## config.mk

```make
export PLATFORM = sky130hd
export DESIGN_NAME = wbs_wide_mem_bridge
export DESIGN_NICKNAME = d
export VERILOG_FILES = /design/src/rtl/wbs_wide_mem_bridge.sv
export SDC_FILE = /design/constraint.sdc
export NUM_CORES = 1
export LEC_CHECK = 0
export CORE_ASPECT_RATIO = 0.9
export CORE_UTILIZATION = 37
export DETAILED_ROUTE_END_ITERATION = 12
export HOLD_SLACK_MARGIN = 0.08
export PLACE_DENSITY = 0.76
export SETUP_SLACK_MARGIN = 0.1
export SLEW_MARGIN = 20
export SYNTH_ARGS = -nofsm -noshare
export SYNTH_HDL_FRONTEND = slang
export SYNTH_SLANG_ARGS = --single-unit
```

## constraint.sdc

```tcl
create_clock -name wb_clk_i -period 3.7 [get_ports wb_clk_i]
set_input_delay 0.555 -clock wb_clk_i [delete_from_list [all_inputs] [get_ports wb_clk_i]]
set_output_delay 0.555 -clock wb_clk_i [all_outputs]
set_load 0.1 [all_outputs]
```

## src/rtl/wbs_wide_mem_bridge.sv

```systemverilog
// Wishbone slave that pairs 32-bit bus halves into 64-bit single-port SRAM words.
// Optional WBS_ERR_CNT_EN adds err_count_o, counting orphan upper writes (clear by writing offset 0xFFF8).
module wbs_wide_mem_bridge #(
    parameter logic [31:0] BASE_ADDR      = 32'h3002_0000,
    parameter logic [31:0] ADDR_MASK      = 32'hFFFF_0000,
    parameter int          MEM_ADDR_WIDTH = 9,
    parameter int          MEM_DATA_WIDTH = 64
) (
    input  logic                      wb_clk_i,
    input  logic                      wb_rst_i,
    input  logic                      wbs_stb_i,
    input  logic                      wbs_cyc_i,
    input  logic                      wbs_we_i,
    input  logic [3:0]                wbs_sel_i,
    input  logic [31:0]               wbs_dat_i,
    input  logic [31:0]               wbs_adr_i,
    output logic                      wbs_ack_o,
    output logic [31:0]               wbs_dat_o,
    input  logic                      mem_grant_i,
    output logic                      mem_csb_o,
    output logic                      mem_web_o,
    output logic [MEM_ADDR_WIDTH-1:0] mem_addr_o,
    output logic [MEM_DATA_WIDTH-1:0] mem_wdata_o,
    input  logic [MEM_DATA_WIDTH-1:0] mem_rdata_i
`ifdef WBS_ERR_CNT_EN
    ,
    output logic [7:0]                err_count_o
`endif
);

    typedef enum logic [2:0] {IDLE, WR_MEM, RD_MEM, RD_WAIT, ACK} state_t;

    state_t                    state, state_nxt;
    logic [31:0]               offset;
    logic                      hit, req, half, is_clr;
    logic [MEM_ADDR_WIDTH-1:0] idx;
    logic [31:0]               lo_hold, hi_hold, rd_data;
    logic                      lo_valid, wr_orphan, half_q;
    logic [MEM_ADDR_WIDTH-1:0] lo_idx, addr_q;
    logic                      unused_offset_bits;

    function automatic logic [31:0] merge_lanes(input logic [31:0] old_w,
                                                input logic [31:0] new_w,
                                                input logic [3:0]  sel);
        logic [31:0] res;
        res = old_w;
        for (int i = 0; i < 4; i++)
            if (sel[i]) res[i*8 +: 8] = new_w[i*8 +: 8];
        return res;
    endfunction

    assign offset             = wbs_adr_i - BASE_ADDR;
    assign hit                = ((wbs_adr_i & ADDR_MASK) == BASE_ADDR);
    assign req                = wbs_cyc_i & wbs_stb_i & hit;
    assign half               = offset[2];
    assign idx                = offset[MEM_ADDR_WIDTH+2:3];
    assign unused_offset_bits = ^{offset[31:MEM_ADDR_WIDTH+3], offset[1:0]};

`ifdef WBS_ERR_CNT_EN
    assign is_clr = (offset[15:2] == 14'h3FFE);
`else
    assign is_clr = 1'b0;
`endif

    always_ff @(posedge wb_clk_i or posedge wb_rst_i) begin
        if (wb_rst_i) state <= IDLE;
        else          state <= state_nxt;
    end

    always_comb begin
        state_nxt = state;
        case (state)
            IDLE: begin
                // lower-half writes only touch the holding register, so they skip the grant
                if (req) begin
                    if (wbs_we_i && !half) state_nxt = ACK;
                    else if (mem_grant_i)  state_nxt = wbs_we_i ? WR_MEM : RD_MEM;
                end
            end
            WR_MEM:  state_nxt = ACK;
            RD_MEM:  state_nxt = RD_WAIT;
            RD_WAIT: state_nxt = ACK;
            ACK:     state_nxt = IDLE;
            default: state_nxt = IDLE;
        endcase
    end

    always_comb begin
        wbs_ack_o   = (state == ACK);
        wbs_dat_o   = rd_data;
        mem_csb_o   = !((state == WR_MEM && !wr_orphan) || state == RD_MEM);
        mem_web_o   = !(state == WR_MEM && !wr_orphan);
        mem_addr_o  = addr_q;
        mem_wdata_o = {hi_hold, lo_hold};
    end

    always_ff @(posedge wb_clk_i or posedge wb_rst_i) begin
        if (wb_rst_i) begin
            lo_hold   <= '0;
            hi_hold   <= '0;
            lo_valid  <= 1'b0;
            lo_idx    <= '0;
            addr_q    <= '0;
            wr_orphan <= 1'b0;
            half_q    <= 1'b0;
            rd_data   <= '0;
`ifdef WBS_ERR_CNT_EN
            err_count_o <= '0;
`endif
        end else begin
            case (state)
                IDLE: begin
                    if (req && wbs_we_i && !half) begin
                        if (is_clr) begin
`ifdef WBS_ERR_CNT_EN
                            err_count_o <= '0;
`endif
                        end else begin
                            lo_hold  <= merge_lanes(lo_hold, wbs_dat_i, wbs_sel_i);
                            lo_valid <= 1'b1;
                            lo_idx   <= idx;
                        end
                    end else if (req && wbs_we_i && mem_grant_i) begin
                        hi_hold   <= merge_lanes(hi_hold, wbs_dat_i, wbs_sel_i);
                        wr_orphan <= !(lo_valid && lo_idx == idx);
                        addr_q    <= idx;
                    end else if (req && mem_grant_i) begin
                        addr_q <= idx;
                        half_q <= half;
                    end
                end
                WR_MEM: begin
                    lo_valid <= 1'b0;
`ifdef WBS_ERR_CNT_EN
                    if (wr_orphan && err_count_o != 8'hFF) err_count_o <= err_count_o + 8'd1;
`endif
                end
                RD_WAIT: rd_data <= half_q ? mem_rdata_i[63:32] : mem_rdata_i[31:0];
                default: ;
            endcase
        end
    end

endmodule

```

==> results of run 1 <==
-- stage by stage --
stage	utilization (%)	worst slack, ns	power (uW)	cells	hold slack, ns
finish	62.3	0.737	3130	826	0.475
global placement	58.0	0.740	1540	795	0.463
CTS	62.3	0.705	3170	826	0.482
global route	62.3	0.614	3250	826	0.503
floorplan	-	0.428	1380	373	0.480
detailed placement	58.0	0.691	1550	795	0.471
-- logic make-up (layout without fill, tap and decap cells) --
group,count (synthesis),count (layout)
xor+xnor,9,9
simple gates,76,76
flops,120,120
compound gates,36,36
buf+inv,15,279
mux,117,117
-- layout make-up --
type | count | area (sq um)
Fill cell | 1072 | 5110
Timing Repair Buffer | 246 | 2460
Clock inverter | 8 | 95.1
Clock buffer | 23 | 488
Tap cell | 189 | 236
Multi-Input combinational cell | 238 | 2150
Sequential cell | 120 | 3000
Inverter | 2 | 11.3
-- worst max-delay path, stage by stage, from the launching register on --
cell and delay, ns:
dfrtp_1 0.46, nor2_1 0.18, mux2i_1 0.09, or2_2 0.27, clkdlybuf4s50_1 0.99
-- power by group through the flow --
stage	Combinational [uW]	Clock (uW)	Sequential, uW
detailed placement	213	0	1340
floorplan	40.7	0	1340
global route	228	1700	1310
finish	210	1610	1310
CTS	214	1640	1310
global placement	206	0	1340
-- layer usage --
metal | track usage (%) | vias to the layer above
li1 | - | 1842
met1 | 21.8 | 1904
met2 | 33.4 | 135
met3 | 7.45 | 24
met4 | 8.33 | 0
met5 | 0 | -
-- synth_stat cells --
master | number | area, sq um
a21oi_1 | 2 | 10.0
a31oi_1 | 2 | 12.5
and2_1 | 2 | 12.5
and3_1 | 1 | 6.26
buf_1 | 1 | 3.75
buf_6 | 2 | 22.5
clkbuf_1 | 10 | 37.5
dfrtp_1 | 120 | 3000
inv_1 | 2 | 7.51
mux2_2 | 66 | 743
mux2_4 | 18 | 270
mux2i_1 | 33 | 330
nand2_1 | 36 | 135
nand2b_1 | 1 | 6.26
nand3_4 | 8 | 140
nand4_1 | 2 | 12.5
nand4bb_1 | 1 | 11.3
nor2_1 | 3 | 11.3
nor2b_1 | 2 | 12.5
nor3_1 | 5 | 25.0
nor3_2 | 1 | 10.0
nor3b_1 | 1 | 7.51
nor4_1 | 2 | 12.5
nor4_4 | 3 | 63.8
o21ai_0 | 32 | 160
or2_2 | 1 | 6.26
or3_1 | 1 | 6.26
or3b_2 | 1 | 8.76
or4_4 | 1 | 11.3
or4b_1 | 1 | 10.0
or4b_4 | 1 | 13.8
or4bb_1 | 2 | 22.5
xnor2_1 | 1 | 8.76
xor2_1 | 8 | 70.1
-- sequential cells by signal (all words and copies together), names as in the netlist --
signal / count
wr_orphan: 1
lo_valid: 1
lo_idx: 9
half_q: 1
wbs_dat_o: 32
lo_hold: 32
hi_hold: 32
mem_addr_o: 9
state: 3
-- path summary, 6_finish.rpt --
check,to,slack (ns),depth (start not counted)
worst max-delay path,mem_csb_o,0.74,4
worst min-delay path,wbs_dat_o[20],0.48,2
worst max register to register,mem_addr_o[8],1.43,4
worst min register to register,wbs_dat_o[20],0.48,2
max in group asynchronous,lo_idx[0],2.37,3
min in group asynchronous,hi_hold[29],0.64,2
-- cells in the final DEF (no fill, tap or decap), types with 3 or more instances in the layout --
cell type	instances
mux2_2	66
clkbuf_16	17
nor2_1	3
clkinv_2	4
clkinvlp_4	3
dfrtp_1	119
mux2i_1	33
clkbuf_8	4
mux2_4	18
nor3_1	5
o21ai_0	32
buf_4	7
xor2_1	8
clkdlybuf4s50_1	237
nand3_4	8
nor4_4	3
nand2_1	36
==> impl_metrics.json, run 1 <==
{
  "p_switching_uw": 626,
  "io_buffer_count": 239,
  "relSlewSlack_pct": 31.3,
  "die_y_um": 115,
  "core_sq_um": 13600,
  "drc": 0,
  "period_needed_ns": 2.96,
  "synth_top_family_by_area": "multiplexers",
  "gr-total-overflow": 0,
  "antenna_found_initial": 0,
  "grt_pass1_vias": 4265,
  "synth_xor_area_share_pct": 1.51,
  "seq_power_share_pct": 42.0,
  "postSynthAreaPerCell_sq_um": 14.0,
  "ys_ff_latch": 120,
  "dp_hpwl_mm": 10.3,
  "max_cap_viol_count": 0,
  "grt_max_degree": 65,
  "grt_first_pass_wirelength_mm": 21.5,
  "diodes": 0,
  "ant_nets": 0,
  "place_area_sq_um": 7870,
  "synth_adder_area_share_pct": 0,
  "worstHoldStart": "wbs_dat_o[20]",
  "track_usage_pct": 19.5,
  "synth-compound-area-share_pct": 3.50,
  "chipWidth_um": 127,
  "yosysUniqueCellTypes": 34,
  "cts_buffers": 17,
  "hold_violations": 0,
  "drive_gt1_share_pct": 22.0,
  "timing.setup.tns_ns": 0,
  "cts_buffer_depth": 2,
  "worst_pin_slew_ns": 1.03,
  "rows": 40,
  "root_buffer": "clkbuf_16",
  "post_cts_buffers": 0,
  "routed_wl_mm": 13.4,
  "synthMuxAreaShare_pct": 25.7,
  "postSynthCellCount": 373,
  "drv_slew": 0,
  "finalCritPeriodShare_pct": 80.1,
  "ctsHoldBuffers": 0,
  "wl_met2_mm": 6.75,
  "ys_warn_count": 0,
  "h-tree-depth": 4,
  "top_layer_used": "met4",
  "syn-num-nets": 511,
  "fmax_mhz": 338,
  "cp-end-kind": "output pin",
  "vias": 3905,
  "synth-simple-area-share_pct": 10.4,
  "worst-path-max-fanout": 8,
  "status": "finished, final reports clean",
  "die_area_sq_um": 14600,
  "min_path_type": "flop to flop",
  "arrival_ns": 2.41,
  "clock_latency_ns": 0.41,
  "detailroute.wirelength.met3_um": 936,
  "cts.reportedPaths.clkPinSlew_ns": 0.05,
  "critical_path_class": "flop to output pin",
  "fin_area_sq_um": 8450,
  "power_per_cell_area_nw_per_um2": 371,
  "worst_ep_required_time_ns": 3.14,
  "synth_area_sq_um": 5230,
  "ys_seq_area_share_pct": 57.5,
  "io-pin-count": 246,
  "switching_share_pct": 20.0,
  "skew_ns": 0.00665,
  "combPwrFrac_pct": 6.7,
  "initial_core_util_pct": 38.5,
  "place_congestion": 0.751,
  "reg2reg_from": "state[0]",
  "leakage_uw": 0.00371,
  "crit_start": "state[1]",
  "clockPowerShare_pct": 51.3,
  "area_delta_synth_final_pct": 61.7,
  "met1_length_mm": 5.36,
  "ctsResizeCount": 0,
  "ir_drop_mv": 0.303,
  "setup_viol": 0,
  "drt_first_pass_iters": 4,
  "routedWlPerCell_um": 16.2,
  "cts.sinks": 120,
  "setup.worst_path.start_class": "flop",
  "viasPerCell": 4.73,
  "rsz0062_at_grt": "false",
  "cts_tree": "built",
  "p_int_uw": 2510,
  "nNetsFinal": 763,
  "drt_iter0_markers": 141
}
Note: power is estimated with default switching activity, not from simulation.
==> inputs of run 2 (changes only) <==
clock period = 2.5 ns   (was 3.7 ns; I/O delays follow)
==> run 2 against run 1 <==
  * Clock power up 53%
  * Non-clock buffer count up 8
  * Clock skew is 0.0013 ns lower
  * Die area unchanged
  * Largest power group unchanged
==> impl_metrics.json, run 2 (synthesized netlist as in run 1, its figures left out) <==
{
  "finalCritPeriodShare_pct": 88.5,
  "grt_pass1_vias": 4209,
  "worst_pin_slew_ns": 0.941,
  "viasPerCell": 4.68,
  "vias": 3899,
  "nNetsFinal": 771,
  "antenna_found_initial": 0,
  "diodes": 0,
  "core_sq_um": 13600,
  "die_area_sq_um": 14600,
  "ctsHoldBuffers": 0,
  "initial_core_util_pct": 38.5,
  "gr-total-overflow": 0,
  "routedWlPerCell_um": 16.0,
  "post_cts_buffers": 0,
  "period_needed_ns": 2.21,
  "setup_viol": 0,
  "ant_nets": 0,
  "cts_buffer_depth": 2,
  "track_usage_pct": 19.1,
  "dp_cells": 803,
  "drt_iter0_markers": 111,
  "cts_tree": "built",
  "cp_cell_sequence": "clkdlybuf4s50_1 -> or4b_4 -> nor4_4 -> buf_4 -> nand3_4 -> mux2_2",
  "cts_buffers": 17,
  "rrSetupSlack_ns": 0.40,
  "timing.setup.tns_ns": 0,
  "worst_ep_required_time_ns": 2.78,
  "fin_hold_ws_ns": 0.428,
  "clock_latency_ns": 0.40,
  "cp-end-kind": "flop",
  "root_buffer": "clkbuf_16",
  "multiInputGateArea_sq_um": 2160,
  "dp_hpwl_mm": 10.1,
  "crit_path_end": "hi_hold[2]",
  "area_delta_synth_final_pct": 58.6,
  "chipWidth_um": 127,
  "max_cap_viol_count": 0,
  "rows": 40,
  "critical_path_class": "input port to flop",
  "drive_gt1_share_pct": 39.8,
  "ir_drop_mv": 0.407,
  "layout_common_cells": "clkdlybuf4s50_1, buf_4, dfrtp_1, mux2_2, nand2_1",
  "grt_first_pass_wirelength_mm": 21.1,
  "relSlewSlack_pct": 37.3,
  "reg2reg_from": "state[0]",
  "arrival_ns": 2.49,
  "cts.reportedPaths.clkPinSlew_ns": 0.05,
  "hold_violations": 0,
  "power_per_cell_area_nw_per_um2": 569,
  "skew_ns": 0.00533,
  "fmax_mhz": 452,
  "final_common_cell": "clkdlybuf4s50_1",
  "setup.worst_path.start_class": "input port",
  "min_path_type": "input port to asynchronous set/reset pin",
  "die_y_um": 115,
  "h-tree-depth": 4,
  "cp_slowest_stage_delay_ns": 0.57,
  "fill_cells": 1077,
  "status": "finished, final reports clean",
  "stdcell_count": 833,
  "place_congestion": 0.736,
  "total_power_uw": 4720,
  "cts.sinks": 120,
  "io-pin-count": 246,
  "crit_path_top_delay_cell": "or4b_4",
  "drv_slew": 0,
  "grt_max_degree": 65,
  "reg2regPathDepth": 5,
  "routed_wl_mm": 13.3,
  "r2r-end": "hi_hold[2]",
  "final_util_pct": 61.1,
  "regArea_sq_um": 3000,
  "drt_first_pass_iters": 4,
  "crit_start": "wbs_adr_i[18]",
  "worst-path-max-fanout": 8,
  "leakage_uw": 0.00391,
  "drc": 0,
  "rsz0062_at_grt": "false",
  "io_buffer_count": 239,
  "ctsResizeCount": 0
}
==> run 2: cell count changes in the layout (fill, tap and decap cells not counted), sizes merged <==
| cell | previous run | this run |
|---|---|---|
| clkdlybuf4s50 | 237 | 131 |
| clkbuf | 23 | 22 |
| clkinv | 4 | 3 |
| buf | 9 | 123 |
| bufinv | 2 | 3 |
==> run 2: layer usage <==
metal	vias to the layer above	global-route usage (%)	routed length, um
li1	1847	-	-
met1	1896	21.5	5400
met2	138	32.8	6760
met3	18	7.40	908
met4	0	7.22	232
met5	-	0	0
==> run 2: layout make-up <==
| class | instances | share of cell area [%] |
|---|---|---|
| multi-input cells | 238 | 26.0 |
| well taps | 189 | 2.85 |
| flip-flops and latches | 120 | 36.3 |
| repair buffers | 254 | 27.4 |
| clock inverters | 8 | 1.45 |
| inverters | 2 | 0.136 |
| clock buffers | 22 | 5.84 |
==> run 2: worst min-delay path by stage <==
stage                    end  slack (ns)  depth (start not counted)
2_1_floorplan      wr_orphan        0.48                          1
3_3_place_gp   wbs_dat_o[19]        0.47                          2
3_5_place_dp    wbs_dat_o[6]        0.47                          2
4_1_cts         wbs_dat_o[4]        0.44                          2
5_1_grt         wbs_dat_o[4]        0.48                          2
6_report        wbs_dat_o[4]        0.43                          2
==> run 2: report_power, final <==
part,switching (uW),internal (uW)
Clock,809,1660
Sequential,0.0461,1950
Combinational,104,206
Total,913,3810
==> run 2: stage by stage <==
stage               instance area (sq um)  worst slack (ns)
floorplan                            5230             0.169
global placement                     7680           -0.0686
global route                         8290             0.229
detailed placement                   7680            -0.136
finish                               8290             0.288
CTS                                  8290             0.291
==> run 2: critical path: cells and delay by family <==
kind          cells  cell delay [ns]
simple gates      3             1.08
buf+inv           2             0.71
mux               1             0.32
